===== config.mk =====
export PLATFORM = sky130hd
export DESIGN_NAME = frame_pixel_writer
export DESIGN_NICKNAME = d
export VERILOG_FILES = /design/src/rtl/frame_pixel_writer.sv
export SDC_FILE = /design/constraint.sdc
export NUM_CORES = 1
export LEC_CHECK = 0
export CAP_MARGIN = 10
export CORE_UTILIZATION = 36
export DETAILED_ROUTE_END_ITERATION = 10
export GPL_TIMING_DRIVEN = 0
export PLACE_DENSITY = 0.78
export SYNTH_ARGS = -nofsm -noshare
export SYNTH_HDL_FRONTEND = slang
export SYNTH_SLANG_ARGS = --single-unit

===== constraint.sdc =====
create_clock -name i_clk -period 1.7 [get_ports i_clk]
set_input_delay 0.255 -clock i_clk [delete_from_list [all_inputs] [get_ports i_clk]]
set_output_delay 0.255 -clock i_clk [all_outputs]
set_load 0.05 [all_outputs]

===== src/rtl/frame_pixel_writer.sv =====
// rtl/frame_pixel_writer.sv - RGB pixel stream to packed frame-memory word writer
//
// Takes one RGB pixel per handshake and writes it as one V-bit word at
// BASE_ADDR + 3*(y*IMG_W + x). This is the layout the VGA scan-out reads.
// In each 32-bit lane, the channel byte sits in the low 8 bits.
//
// Ports
//   i_clk, i_rst         clock; asynchronous active-low reset
//   i_start              begin a frame (only looked at while idle)
//   i_pix_valid/o_pix_ready, i_pix_r/g/b   pixel stream handshake and data
//   o_mem_req/i_mem_gnt  arbitrated write request / grant
//   o_mem_we             write strobe, o_mem_req & i_mem_gnt
//   o_mem_address/o_mem_wd  write address and data, held while requesting
//   o_busy, o_done       frame in progress / one-cycle end-of-frame pulse
module frame_pixel_writer #(
  parameter int             S         = 32,
  parameter int             V         = 192,
  parameter int             IMG_W     = 100,
  parameter int             IMG_H     = 100,
  parameter logic [S-1:0]   BASE_ADDR = '0
) (
  input  logic          i_clk,
  input  logic          i_rst,
  input  logic          i_start,
  input  logic          i_pix_valid,
  output logic          o_pix_ready,
  input  logic [7:0]    i_pix_r,
  input  logic [7:0]    i_pix_g,
  input  logic [7:0]    i_pix_b,
  output logic          o_mem_req,
  input  logic          i_mem_gnt,
  output logic          o_mem_we,
  output logic [S-1:0]  o_mem_address,
  output logic [V-1:0]  o_mem_wd,
  output logic          o_busy,
  output logic          o_done
);

  localparam int XW = (IMG_W > 1) ? $clog2(IMG_W) : 1;
  localparam int YW = (IMG_H > 1) ? $clog2(IMG_H) : 1;
  localparam logic [XW-1:0] X_LAST = XW'(IMG_W - 1);
  localparam logic [YW-1:0] Y_LAST = YW'(IMG_H - 1);

  typedef enum logic [1:0] {IDLE, LOAD, REQ, DONE} state_t;

  state_t         r_state;
  state_t         w_next;
  logic [XW-1:0]  r_x;
  logic [YW-1:0]  r_y;
  logic [S-1:0]   r_addr;
  logic [V-1:0]   r_wd;
  logic [V-1:0]   w_pix_word;
  logic           w_last;
  logic           w_fire;

  assign w_last = (r_x == X_LAST) && (r_y == Y_LAST);
  assign w_fire = (r_state == REQ) && i_mem_gnt;

  // Only lanes 0..2 carry data. Every other bit stays zero.
  always_comb begin
    w_pix_word             = '0;
    w_pix_word[7:0]        = i_pix_r;
    w_pix_word[S+7:S]      = i_pix_g;
    w_pix_word[2*S+7:2*S]  = i_pix_b;
  end

  always_ff @(posedge i_clk or negedge i_rst) begin
    if (!i_rst) begin
      r_state <= IDLE;
    end else begin
      r_state <= w_next;
    end
  end

  always_comb begin
    w_next = r_state;
    case (r_state)
      IDLE:    if (i_start)     w_next = LOAD;
      LOAD:    if (i_pix_valid) w_next = REQ;
      REQ:     if (i_mem_gnt)   w_next = w_last ? DONE : LOAD;
      DONE:                     w_next = IDLE;
      default:                  w_next = IDLE;
    endcase
  end

  always_comb begin
    o_pix_ready = 1'b0;
    o_mem_req   = 1'b0;
    o_busy      = 1'b0;
    o_done      = 1'b0;
    case (r_state)
      IDLE: ;
      LOAD: begin
        o_pix_ready = 1'b1;
        o_busy      = 1'b1;
      end
      REQ: begin
        o_mem_req = 1'b1;
        o_busy    = 1'b1;
      end
      DONE: begin
        o_done = 1'b1;
        o_busy = 1'b1;
      end
      default: ;
    endcase
  end

  // The address steps by 3 for every pixel, across row ends as well,
  // because rows are stored back to back.
  always_ff @(posedge i_clk or negedge i_rst) begin
    if (!i_rst) begin
      r_x    <= '0;
      r_y    <= '0;
      r_addr <= BASE_ADDR;
      r_wd   <= '0;
    end else begin
      if (r_state == IDLE && i_start) begin
        r_x    <= '0;
        r_y    <= '0;
        r_addr <= BASE_ADDR;
      end
      if (r_state == LOAD && i_pix_valid) begin
        r_wd <= w_pix_word;
      end
      if (w_fire && !w_last) begin
        r_addr <= r_addr + S'(3);
        if (r_x == X_LAST) begin
          r_x <= '0;
          r_y <= r_y + YW'(1);
        end else begin
          r_x <= r_x + XW'(1);
        end
      end
    end
  end

  assign o_mem_we      = o_mem_req & i_mem_gnt;
  assign o_mem_address = r_addr;
  assign o_mem_wd      = r_wd;

endmodule

==> results_dict.tcl <==
set metrics [dict create \
    fmax_ghz 0.480 \
    path_clk_slew_ns 0.06 \
    cp-start-kind "register" \
    netlist_area_mm2 0.00490 \
    period_minus_slack_ns 2.08 \
    skew_ns 0.00578 \
    cts_tree "done" \
    worstSetupPathType "reg -> reg" \
    diodes 0 \
    grt_pass1_wl_um 19600 \
    num_rows 42 \
    drt-initial-drc-count 194 \
    final_cell_mix "buf_4 (201), conb_1 (168), dlygate4sd2_1 (56)" \
    p_per_area_mw_per_mm2 1160 \
    die-area_mm2 0.0141 \
    grt_overflow 0 \
    grt_usage_pct 17.3 \
    grt_use_met2_pct 30.5 \
    leakage_nw 4.15 \
    pwr-share-clk_pct 24.4 \
    htreeDepth 3 \
    yosys.cell_types.count 51 \
    timing.final.ws_setup_ns -0.385 \
    rsz0062_at_grt "yes" \
    start_util_pct 37.0 \
    worstMarginPinSlew_ns 0.564 \
    synth_cells 514 \
    die_h_um 119 \
    cp_data_arrival_time_ns 2.36 \
    worst_hold_path_type "in -> async" \
    portBuffers 89 \
    final_max_slew_viol_count 0 \
    period_share_pct 123 \
    rr_worst_depth 7 \
    yosys_warnings 0 \
    multiInputGateArea_mm2 0.00268 \
    hold_viol 0 \
    maxCapViolations 0 \
    power.internal_w 0.00500 \
    dp_hpwl_um 8590 \
    outcome "complete, but fails checks" \
    via_per_inst 4.40 \
    clockRootBuffer "clkbuf_16" \
    relSlewSlack_pct 62.6 \
    gp_congestion 0.813 \
    crit_path_end_kind "register" \
    drive_above_1_share_pct 40.7 \
    grt_max_degree 44 \
    synth-async-reset-ratio_pct 100 \
    syn_to_final_growth_pct 60.3 \
    grt_pass1_vias 4071 \
    synth_edf_count 0 \
    regArea_mm2 0.00182 \
    drc 0 \
    final_common_cell "buf_4" \
    io_pins 258 \
    use_met3_pct 5.69 \
    timing.hold.ws_ns 0.401 \
    avgSynthCellArea_um2 9.54 \
    timing.setup.tns_ns -4.05 \
    final-setup-viol-count 36 \
    p_sw_share_pct 45.0 \
    seqPwrFrac_pct 25.4 \
    violations "negative setup slack" \
    busiest_layer "met2" \
    routed_wirelength_um 13400 \
    max_stage_delay_ns 0.43 \
    met1_usage_pct 19.6 \
    synthFlopType "dfrtp_1" \
    cts_made_buffers 9 \
    ant_nets 0 \
    power_w 0.00908 \
    cp.required_ns 1.97 \
    ys_ff_latch 72 \
    die_width_um 119 \
    antenna_found_initial 0 \
    cpMostUsedCell "or4_4" \
    slowest_stage "or4_4" \
    dr.pass1.iters 5 \
    clock-sinks 72 \
    finalNetCount 860 \
    core_mm2 0.0132 \
    cp_max_fo 4 \
    fillers 1112 \
    ys_seq_area_share_pct 36.7 \
    power.switching_w 0.00409 \
    cts_buffer_depth 2 \
    insertion_delay_ns 0.34 \
    via_count 4441 \
    pwr-share-comb_pct 50.2 \
    vdd_drop_max_mv 1.12 \
    wire_per_inst_um 13.3 \
    cp_cell_sequence "inv_2 -> ha_4 -> nand4b_1 -> buf_4 -> or4_4 -> or4_4 -> a21oi_2" \
]
-- critical path, delay by kind of cell, from the launching register on --
family,cells,cell delay (ns)
AOI/OAI and AO/OA,1,0.12
and+or+nand+nor,3,1.10
adders and majority gates,1,0.16
DFF,1,0.37
buffers and inverters,2,0.26
-- synth_stat cells, drive strengths merged (5+ instances only) --
cell	number	area, um^2
nand4	19	125
o21ai	10	53.8
dfrtp	72	1800
nand2	47	179
inv	11	41.3
mux2i	28	280
nor2	10	37.5
a21oi	7	35.0
or4	10	75.1
nor3	5	25.0
clkbuf	8	30.0
nor4	11	75.1
mux2	24	270
nand3	16	85.1
buf	172	1280
o31ai	5	37.5
-- per-stage QoR --
step / instances / area [um^2] / util [%] / setup slack (ns)
after floorplan: 681 / 5640 / - / -0.410
after global routing: 1009 / 7860 / 59.3 / -0.429
after global placement: 946 / 6750 / 51.0 / -2.49
final: 1009 / 7860 / 59.3 / -0.385
after CTS: 990 / 7540 / 56.9 / -0.310
after detailed placement: 947 / 6780 / 51.2 / -0.945
-- final timing paths --
| kind | startpoint | end | slack [ns] |
|---|---|---|---|
| max | o_mem_address[0] | o_mem_address[16] | -0.38 |
| min | i_rst | o_mem_address[13] | 0.40 |
| max reg2reg | o_mem_address[0] | o_mem_address[16] | -0.38 |
| min reg2reg | o_mem_address[31] | o_mem_address[31] | 0.48 |
| max in group asynchronous | i_rst | r_state[1] | 0.72 |
| min in group i_clk | o_mem_address[31] | o_mem_address[31] | 0.48 |
-- power by group through the flow --
stage	Combinational (W)	Clock [W]	Sequential, W
final	0.00456	0.00222	0.00231
after global routing	0.00474	0.00234	0.00236
after CTS	0.00432	0.00226	0.00230
after detailed placement	0.00432	0	0.00235
after global placement	0.00429	0	0.00234
after floorplan	0.00210	0	0.00346
-- kinds of logic (layout without fill, tap and decap cells) --
| family | count (synthesis) | in the layout | share of synthesized area (%) |
|---|---|---|---|
| buf+inv | 192 | 344 | 27.6 |
| xor+xnor | 3 | 3 | 0.536 |
| simple gates | 150 | 150 | 17.3 |
| flops | 72 | 72 | 36.7 |
| compound gates | 41 | 41 | 5.77 |
| other cells | 1 | 168 | 0.0765 |
| mux | 52 | 52 | 11.2 |
| fa+ha+maj | 3 | 3 | 0.766 |
-- area by class of cell --
type / count / share of cell area, %
buffer: 179 / 18.0
clock buffer: 10 / 2.91
clock inverter: 6 / 1.48
inverter: 12 / 0.780
multi-input combinational: 417 / 34.1
sequential: 72 / 23.2
tap: 176 / 2.80
timing repair buffer: 137 / 16.7
-- state kept, by name, summed over array words and instances (netlist names) --
name	cells
o_mem_address	32
r_x	7
r_state	2
o_mem_wd	24
r_y	7
-- timing repair --
action | in CTS | in global routing
gates resized for setup | 138 | 47
setup endpoints to repair | 107 | 48
gates cloned | 1 | 2
pin swaps | 22 | 16
hold buffers | 1 | 0
hold endpoints to repair | 29 | 0
setup buffers | 26 | 19
-- layer usage --
metal	share of wire (%)	wire length [um]
met5	0	0
met3	8.4	1120
met4	2.5	337
met1	38	5070
met2	51	6870
(Power assumes the default switching activity.)
